File: config.mk
export PLATFORM = sky130hd
export DESIGN_NAME = pipe_hazard_ctrl
export DESIGN_NICKNAME = d
export VERILOG_FILES = /design/src/rtl/pipe_hazard_ctrl.sv
export SDC_FILE = /design/constraint.sdc
export NUM_CORES = 1
export LEC_CHECK = 0
export ABC_AREA = 1
export CAP_MARGIN = 20
export CORE_AREA = 10 10 47 49
export CTS_BUF_LIST = sky130_fd_sc_hd__clkbuf_8
export DETAILED_ROUTE_END_ITERATION = 10
export DIE_AREA = 0 0 57 59
export HOLD_SLACK_MARGIN = 0.12
export PLACE_DENSITY = 0.73
export SYNTH_ARGS = -nofsm -noshare
export SYNTH_HDL_FRONTEND = slang
export SYNTH_SLANG_ARGS = --single-unit
File: constraint.sdc
create_clock -name i_clk -period 1.1 [get_ports i_clk]
set_clock_uncertainty 0.15 [all_clocks]
set_input_delay 0.22 -clock i_clk [delete_from_list [all_inputs] [get_ports i_clk]]
set_output_delay 0.22 -clock i_clk [all_outputs]
set_load 0.01 [all_outputs]
File: src/rtl/pipe_hazard_ctrl.sv
// Stall/flush sequencer for a 5-stage pipeline with I/D caches: cache-miss stalls,
// load-use bubbles, taken-branch flushes, HALT. `define STALL_CNT_EN adds stall counters.
module pipe_hazard_ctrl #(
  parameter int REG_W            = 3,
  parameter int NOP_ON_RESET_CYC = 1
) (
  input  logic             i_clk,
  input  logic             i_rst,
  input  logic             i_imem_stall,
  input  logic             i_dmem_stall,
  input  logic [REG_W-1:0] i_id_rs,
  input  logic [REG_W-1:0] i_id_rt,
  input  logic             i_id_use_rs,
  input  logic             i_id_use_rt,
  input  logic             i_ex_memread,
  input  logic [REG_W-1:0] i_ex_rd,
  input  logic             i_ex_br_taken,
  input  logic             i_wb_halt,
  output logic             o_pc_en,
  output logic             o_pc_redirect,
  output logic             o_ifid_en,
  output logic             o_ifid_nop,
  output logic             o_idex_en,
  output logic             o_idex_nop,
  output logic             o_exmem_en,
  output logic             o_memwb_en,
  output logic             o_halted
`ifdef STALL_CNT_EN
  ,
  output logic [15:0]      o_dstall_cnt,
  output logic [15:0]      o_istall_cnt
`endif
);

  typedef enum logic [1:0] {S_RUN, S_DWAIT, S_IWAIT, S_HALT} state_t;

  localparam int NC_W = (NOP_ON_RESET_CYC > 0) ? $clog2(NOP_ON_RESET_CYC + 1) : 1;

  state_t            r_state;
  state_t            w_state_nxt;
  logic              r_flush_pend;
  logic              w_flush_nxt;
  logic [NC_W-1:0]   r_nop_cnt;
  logic              w_lu;

  // Register 0 is deliberately not exempt from load-use detection.
  assign w_lu = i_ex_memread &
                ((i_id_use_rs & (i_id_rs == i_ex_rd)) |
                 (i_id_use_rt & (i_id_rt == i_ex_rd)));

  // NOTE: sequential state uses non-blocking assignments so every flop samples
  // the pre-edge values regardless of statement order.
  always_ff @(posedge i_clk) begin
    if (i_rst) begin
      r_state      <= S_RUN;
      r_flush_pend <= 1'b0;
      r_nop_cnt    <= NC_W'(NOP_ON_RESET_CYC);
    end else begin
      r_state      <= w_state_nxt;
      r_flush_pend <= w_flush_nxt;
      if (r_nop_cnt != '0) r_nop_cnt <= r_nop_cnt - 1'b1;
    end
  end

  // NOTE: every output and next-state signal gets a default first, so no path
  // through this block can infer a latch.
  always_comb begin
    o_pc_en       = 1'b1;
    o_pc_redirect = 1'b0;
    o_ifid_en     = 1'b1;
    o_ifid_nop    = 1'b0;
    o_idex_en     = 1'b1;
    o_idex_nop    = 1'b0;
    o_exmem_en    = 1'b1;
    o_memwb_en    = 1'b1;
    o_halted      = 1'b0;
    w_state_nxt   = i_imem_stall ? S_IWAIT : S_RUN;
    w_flush_nxt   = r_flush_pend;

    if (i_rst) begin
      {o_pc_en, o_ifid_en, o_idex_en, o_exmem_en, o_memwb_en} = '0;
      o_ifid_nop  = 1'b1;
      o_idex_nop  = 1'b1;
      w_state_nxt = S_RUN;
      w_flush_nxt = 1'b0;
    end else if (r_state == S_HALT) begin
      {o_pc_en, o_ifid_en, o_idex_en, o_exmem_en, o_memwb_en} = '0;
      o_halted    = 1'b1;
      w_state_nxt = S_HALT;
    end else if (i_wb_halt) begin
      {o_pc_en, o_ifid_en, o_idex_en, o_exmem_en, o_memwb_en} = '0;
      w_state_nxt = S_HALT;
    end else if (i_dmem_stall) begin
      // The whole pipe freezes, so a branch sitting in EX is simply held.
      {o_pc_en, o_ifid_en, o_idex_en, o_exmem_en, o_memwb_en} = '0;
      w_state_nxt = S_DWAIT;
    end else if (i_ex_br_taken) begin
      o_ifid_nop    = 1'b1;
      o_idex_nop    = 1'b1;
      o_pc_redirect = ~i_imem_stall;
      o_pc_en       = ~i_imem_stall;
      w_flush_nxt   = i_imem_stall;
    end else if (w_lu) begin
      o_pc_en    = 1'b0;
      o_ifid_en  = 1'b0;
      o_idex_nop = 1'b1;
    end else if (i_imem_stall) begin
      o_pc_en    = 1'b0;
      o_ifid_nop = 1'b1;
    end else if (r_flush_pend) begin
      // Redirect deferred by an I-miss: issue it now, fetched word is wrong-path.
      o_pc_redirect = 1'b1;
      o_ifid_nop    = 1'b1;
      w_flush_nxt   = 1'b0;
    end

    if (!i_rst && r_nop_cnt != '0) o_ifid_nop = 1'b1;
  end

`ifdef STALL_CNT_EN
  always_ff @(posedge i_clk) begin
    if (i_rst) begin
      o_dstall_cnt <= '0;
      o_istall_cnt <= '0;
    end else begin
      if (r_state == S_DWAIT && o_dstall_cnt != 16'hFFFF) o_dstall_cnt <= o_dstall_cnt + 16'd1;
      if (r_state == S_IWAIT && o_istall_cnt != 16'hFFFF) o_istall_cnt <= o_istall_cnt + 16'd1;
    end
  end
`endif

endmodule

==> metrics.txt, run 1 <==
outcome finished, violations left; failing checks setup timing; worst hold start i_dmem_stall; Inst Count DP 119; fin cells ~130; #FFs+latches synth 4; Synth Instances 72; drt first pass iters 3; register area share after synthesis 20.3%; Antenna Nets Post-Route 0; pwr dens 829 mW/mm²; Max FO, Critical Path 3; Unique masters post-synth 14; GR Util met2 13.5%; clock transition at the registers of the reported paths 0.03 ns; I/O Buffers 26; Critical Path RT ~0.73 ns; Core Region 0.00140 mm²; R2R Path Start r_state[1]; Final GP Congestion 0.725; hpwl dp 1.04 mm; Total GRT Usage 7.95%; CP arrival 1.16 ns; Area Overhead vs Synth 111%; Die Ht between 50 and 60 µm; critical path class reg -> out; setup ws final -0.432 ns; grt total ovfl 0; clk root buf clkbuf_8; Rel. slew slack 87.5%; fmax 653 MHz; CTS tree yes; Yosys top cell area share between 20 and 25%; Synth Net Count 90; Peak VDD IR 676 µV; vias in the first global route 507; Layout Nets 129; DRC Markers 0; Max Cap Violations 0; EDFF count, synth 0; Tcrit/Tclk final 139%; Layout Utilization 59.6%; met1 Track Usage GR 8.42%; clock buffer count from CTS 3; die area between 0.003 and 0.004 mm²; Worst Setup SP r_state[1]; IO Count 27; vias per inst 4.13; max-slew violation count 0; GRT Max-Usage Layer met2; hold buffer count at cts 0; antenna violations before repair 0; total power just under 700 µW; Setup Viol. Count Final 10; Synth area leader nand2_1; LEAKAGE 0.000466 µW; deepest clock path buffer count 2; pin count of the biggest net entering global routing 5; CTS HTree Levels 1; Main synth FF type dfxtp_1; Syn Area/Cell 5.49 µm²; top-count cell post-synth nand2_1; row count 14; WHS Path Cells 4; Post-Route WL ~1.4 mm; share of cells above drive strength 1 57.8%; Final Hold Fails 0; n_diodes 0; Starting DRT DRC Count 5; Mapped Area 395 µm²; ys async rst share 0%; RSZ-0062 raised after global routing yes; Worst Tran Pin Value 0.187 ns; HP Class in -> reg; Worst setup SP type flip-flop; first-pass GRT wire length 2.21 mm; drt wl/cell 10.8 µm; synth warn 0; worst skew pair latency roughly 0.21 ns; clock sink total 4; Via Count 516; DIE WIDTH 57 µm; largest cells by area after synthesis nand2_1, dfxtp_1, nor2_1; Initial Util 28.2%; Worst Setup End Kind primary output; worst reg2reg path depth 8; most instantiated cells after synthesis nand2_1, nor2_1, inv_1; GR met3 Demand/Resource under 10%; fin crit period between 1.5 and 2 ns
==> critical path, cell delays in order (launching register included) <==
cell,delay (ns)
dfxtp_2,0.30
nand2_2,0.07
nand2_2,0.05
inv_2,0.08
nand2_4,0.07
clkinv_8,0.05
nand2_4,0.04
nor3b_4,0.14
buf_2,0.15
==> logic make-up after synthesis <==
group	share of synthesized area (%)
compound gates	4.11
buf+inv	22.2
flops	20.3
simple gates	53.5
==> layout make-up <==
type	count	area, µm²
Sequential cell	4	81.3
Inverter	16	72.6
Fill cell	131	567
Tap cell	16	20.0
Multi-Input combinational cell	50	295
Clock buffer	3	41.3
Timing Repair Buffer	36	324
==> placed cells by master (no fill, tap or decap), types with 5 or more instances in the layout <==
| cell type | count |
|---|---|
| nand2_2 | 10 |
| nand2_1 | 18 |
| dlygate4sd2_1 | 5 |
| buf_4 | 6 |
| buf_2 | 6 |
| nor2_1 | 9 |
| inv_2 | 8 |
| buf_6 | 16 |
| inv_1 | 7 |
==> sequential cells by signal, indices dropped and copies added, names as in the netlist <==
signal / count
r_state: 2
r_flush_pend: 1
r_nop_cnt: 1
==> final timing paths <==
kind	slack, ns	end
worst max register to register	-0.04	r_flush_pend
worst min-delay path	0.22	r_state[1]
worst min register to register	0.45	r_flush_pend
worst max-delay path	-0.43	o_pc_redirect
==> routing by layer <==
metal	wire (µm)	vias up
li1	-	282
met1	512	224
met2	753	8
met3	73	2
met4	16	0
met5	0	-
==> timing repair <==
item	4_1_cts	5_1_grt
setup endpoints to repair	12	10
resized for setup	93	26
endpoints found under the hold margin	0	0
buffers inserted	2	2
pin swaps	19	6
gates cloned	0	0
==> where the power goes <==
group / switching (µW) / total [µW] / internal (µW) / leakage, µW
clock network: 62.8 / 295 / 232 / 0.0000216
logic: 111 / 237 / 126 / 0.000411
registers: 4.06 / 160 / 156 / 0.0000336
==> through the flow <==
step                      area [µm²]  TNS [ns]  hold slack (ns)  setup WS, ns
after CTS                        753     -3.59            0.274        -0.457
after global routing             835     -3.96            0.248        -0.501
after detailed placement         734    -10.26            0.413         -1.16
after global placement           734    -10.21            0.389         -1.18
final                            835     -3.42            0.218        -0.432
after floorplan                  417    -0.538           0.0977        -0.170
(Power assumes the default switching activity.)
==> inputs of run 2 (changes only) <==
--- a/config.mk
+++ b/config.mk
@@ -7,12 +7,12 @@
 export LEC_CHECK = 0
 export ABC_AREA = 1
 export CAP_MARGIN = 20
-export CORE_AREA = 10 10 47 49
-export CTS_BUF_LIST = sky130_fd_sc_hd__clkbuf_8
+export CORE_MARGIN = 10
+export CORE_UTILIZATION = 30
 export DETAILED_ROUTE_END_ITERATION = 10
-export DIE_AREA = 0 0 57 59
 export HOLD_SLACK_MARGIN = 0.12
-export PLACE_DENSITY = 0.73
+export PLACE_DENSITY = 0.74
+export SLEW_MARGIN = 25
 export SYNTH_ARGS = -nofsm -noshare
 export SYNTH_HDL_FRONTEND = slang
 export SYNTH_SLANG_ARGS = --single-unit
==> run 2 against run 1 <==
  * The flow still finishes with violations (setup timing)
  * Wire length decreased by 11%
  * Largest cell class is now multi-input gates
  * Sequential cell count unchanged
  * Clock-buffer cell count unchanged
  * Clock power decreased by 39%
  * Sequential power about the same
  * Critical path depth unchanged
  * Highest routed layer is now met3
  * Non-clock buffer count decreased by 2
  * Worst setup slack got worse by 0.032 ns
==> metrics.txt, run 2 (synthesized netlist as in run 1, its figures left out) <==
drt wl/cell 9.94 µm (-8.3%); Tcrit/Tclk final 142% (+2.9 points); Die Ht 56.3 µm (-4.6%); Worst setup SP type input pin; worst skew pair latency 0.23 ns (+0.02 ns); antenna violations before repair 0 (unchanged); Starting DRT DRC Count 2 (-3); pin count of the biggest net entering global routing 5 (unchanged); CTS tree yes; hold buffer count at cts 0 (unchanged); setup ws final -0.464 ns (-0.0316 ns); CP arrival 1.19 ns (+0.03 ns); fmax 639 MHz (-2.0%); Post-Route WL 1.21 mm (-11%); drt first pass iters 3 (unchanged); failing checks setup timing; outcome finished, violations left; critical path class in -> out; vias in the first global route 489 (-3.6%); IO Count 27 (unchanged); row count 13 (-1); clk root buf clkbuf_4; share of cells above drive strength 1 48.6% (-9.2 points); Largest regs r_state: 2 flops, r_flush_pend: 1 flops, r_nop_cnt: 1 flops; fill cell count 123 (-6.1%); most frequent cells in the layout nand2_1, buf_2, nor2_1, buf_4; Area Overhead vs Synth 86.7%; Final Hold Fails 0 (unchanged); hpwl dp 1.01 mm (-3.2%); Layout Nets 127 (-1.6%); CTS HTree Levels 1 (unchanged); register name with the most flops r_state; Worst Tran Pin Value 0.174 ns (-0.0134 ns); clock buffer count from CTS 3 (unchanged); Critical Path RT 0.73 ns (about the same); n_diodes 0 (unchanged); Rel. slew slack 88.4% (+0.89 points); die area 0.00317 mm² (-5.7%); Core Region 0.00127 mm² (-9.5%); clock sink total 4 (unchanged); Setup Viol. Count Final 9 (-1); Total GRT Usage 7.68% (-0.27 points); Hold Slack 0.303 ns (+0.0850 ns); DIE WIDTH 56.3 µm (-1.2%); clock transition at the registers of the reported paths 0.04 ns (about the same); LEAKAGE 0.000436 µW (-6.5%); Peak VDD IR 555 µV (-18%); vias per inst 3.96 (-4.1%); grt total ovfl 0 (unchanged); Max Cap Violations 0 (unchanged); RSZ-0062 raised after global routing yes; Reg area 80.1 µm² (-1.5%); Worst Setup End Kind primary output; Initial Util 31.2% (+2.9 points); HP Class in -> reg; commonest non-fill, non-tap cell in the layout nand2_1; area of the multi-input gates 277 µm² (-6.4%); Max FO, Critical Path 3 (unchanged); fin crit period 1.56 ns (+0.0316 ns); total power 547 µW (-21%); I/O Buffers 26 (unchanged); Via Count 483 (-6.4%); pwr dens 741 mW/mm² (-11%); max-slew violation count 0 (unchanged); TNS Setup -3.43 ns (-0.0120 ns); Antenna Nets Post-Route 0 (unchanged); Final GP Congestion 0.746 (+2.8%); first-pass GRT wire length 2.02 mm (-8.5%); deepest clock path buffer count 2 (unchanged); DRC Markers 0 (unchanged); max reg flops 2 (unchanged)
## run 2: what timing repair did
item                                    4_1_cts  5_1_grt
gates resized for setup                      90       10
gates cloned                                  0        0
endpoints found under the setup margin       12       11
buffers inserted                              4        0
pin swaps                                    26        5
## run 2: where the power goes
| group | total (µW) | switching (µW) | internal (µW) |
|---|---|---|---|
| Sequential | 159 | 3.82 | 155 |
| Clock | 181 | 59.2 | 122 |
| Combinational | 207 | 103 | 104 |
## run 2: cell type report
cell class	instances	share of cell area (%)
timing repair buffer	34	35.9
multi-input combinational	50	37.5
clock buffer	3	3.05
inverter	16	10.2
sequential	4	10.8
tap	15	2.54
## run 2: routing by layer
metal,vias to the layer above,routed length (µm),track usage [%]
li1,277,-,-
met1,197,471,8.21
met2,9,679,13.2
met3,0,61,1.57
met4,0,0,5.15
met5,-,0,0
## run 2: final timing paths
check	start	end	slack, ns	depth (start not counted)
setup / recovery	i_wb_halt	o_idex_nop	-0.46	8
hold / removal	i_wb_halt	r_state[1]	0.30	3
setup reg to reg	r_state[0]	r_flush_pend	0.05	7
hold reg to reg	r_flush_pend	r_flush_pend	0.40	4
## run 2: worst max-delay path, cell delays in order
cell           delay, ns
dlygate4sd2_1       0.24
nor2_1              0.14
nand2_2             0.06
inv_2               0.07
buf_4               0.13
nor2_4              0.04
a31oi_1             0.14
buf_2               0.16
## run 2: stage by stage
stage / utilization (%) / instances / setup WS [ns] / area, µm²
after global placement: 57.8 / 118 / -1.13 / 733
after detailed placement: 57.8 / 118 / -1.15 / 733
after CTS: 56.0 / 122 / -0.476 / 711
after global routing: 58.2 / 122 / -0.564 / 738
final: 58.2 / 122 / -0.464 / 738
after floorplan: - / 72 / -0.170 / 417
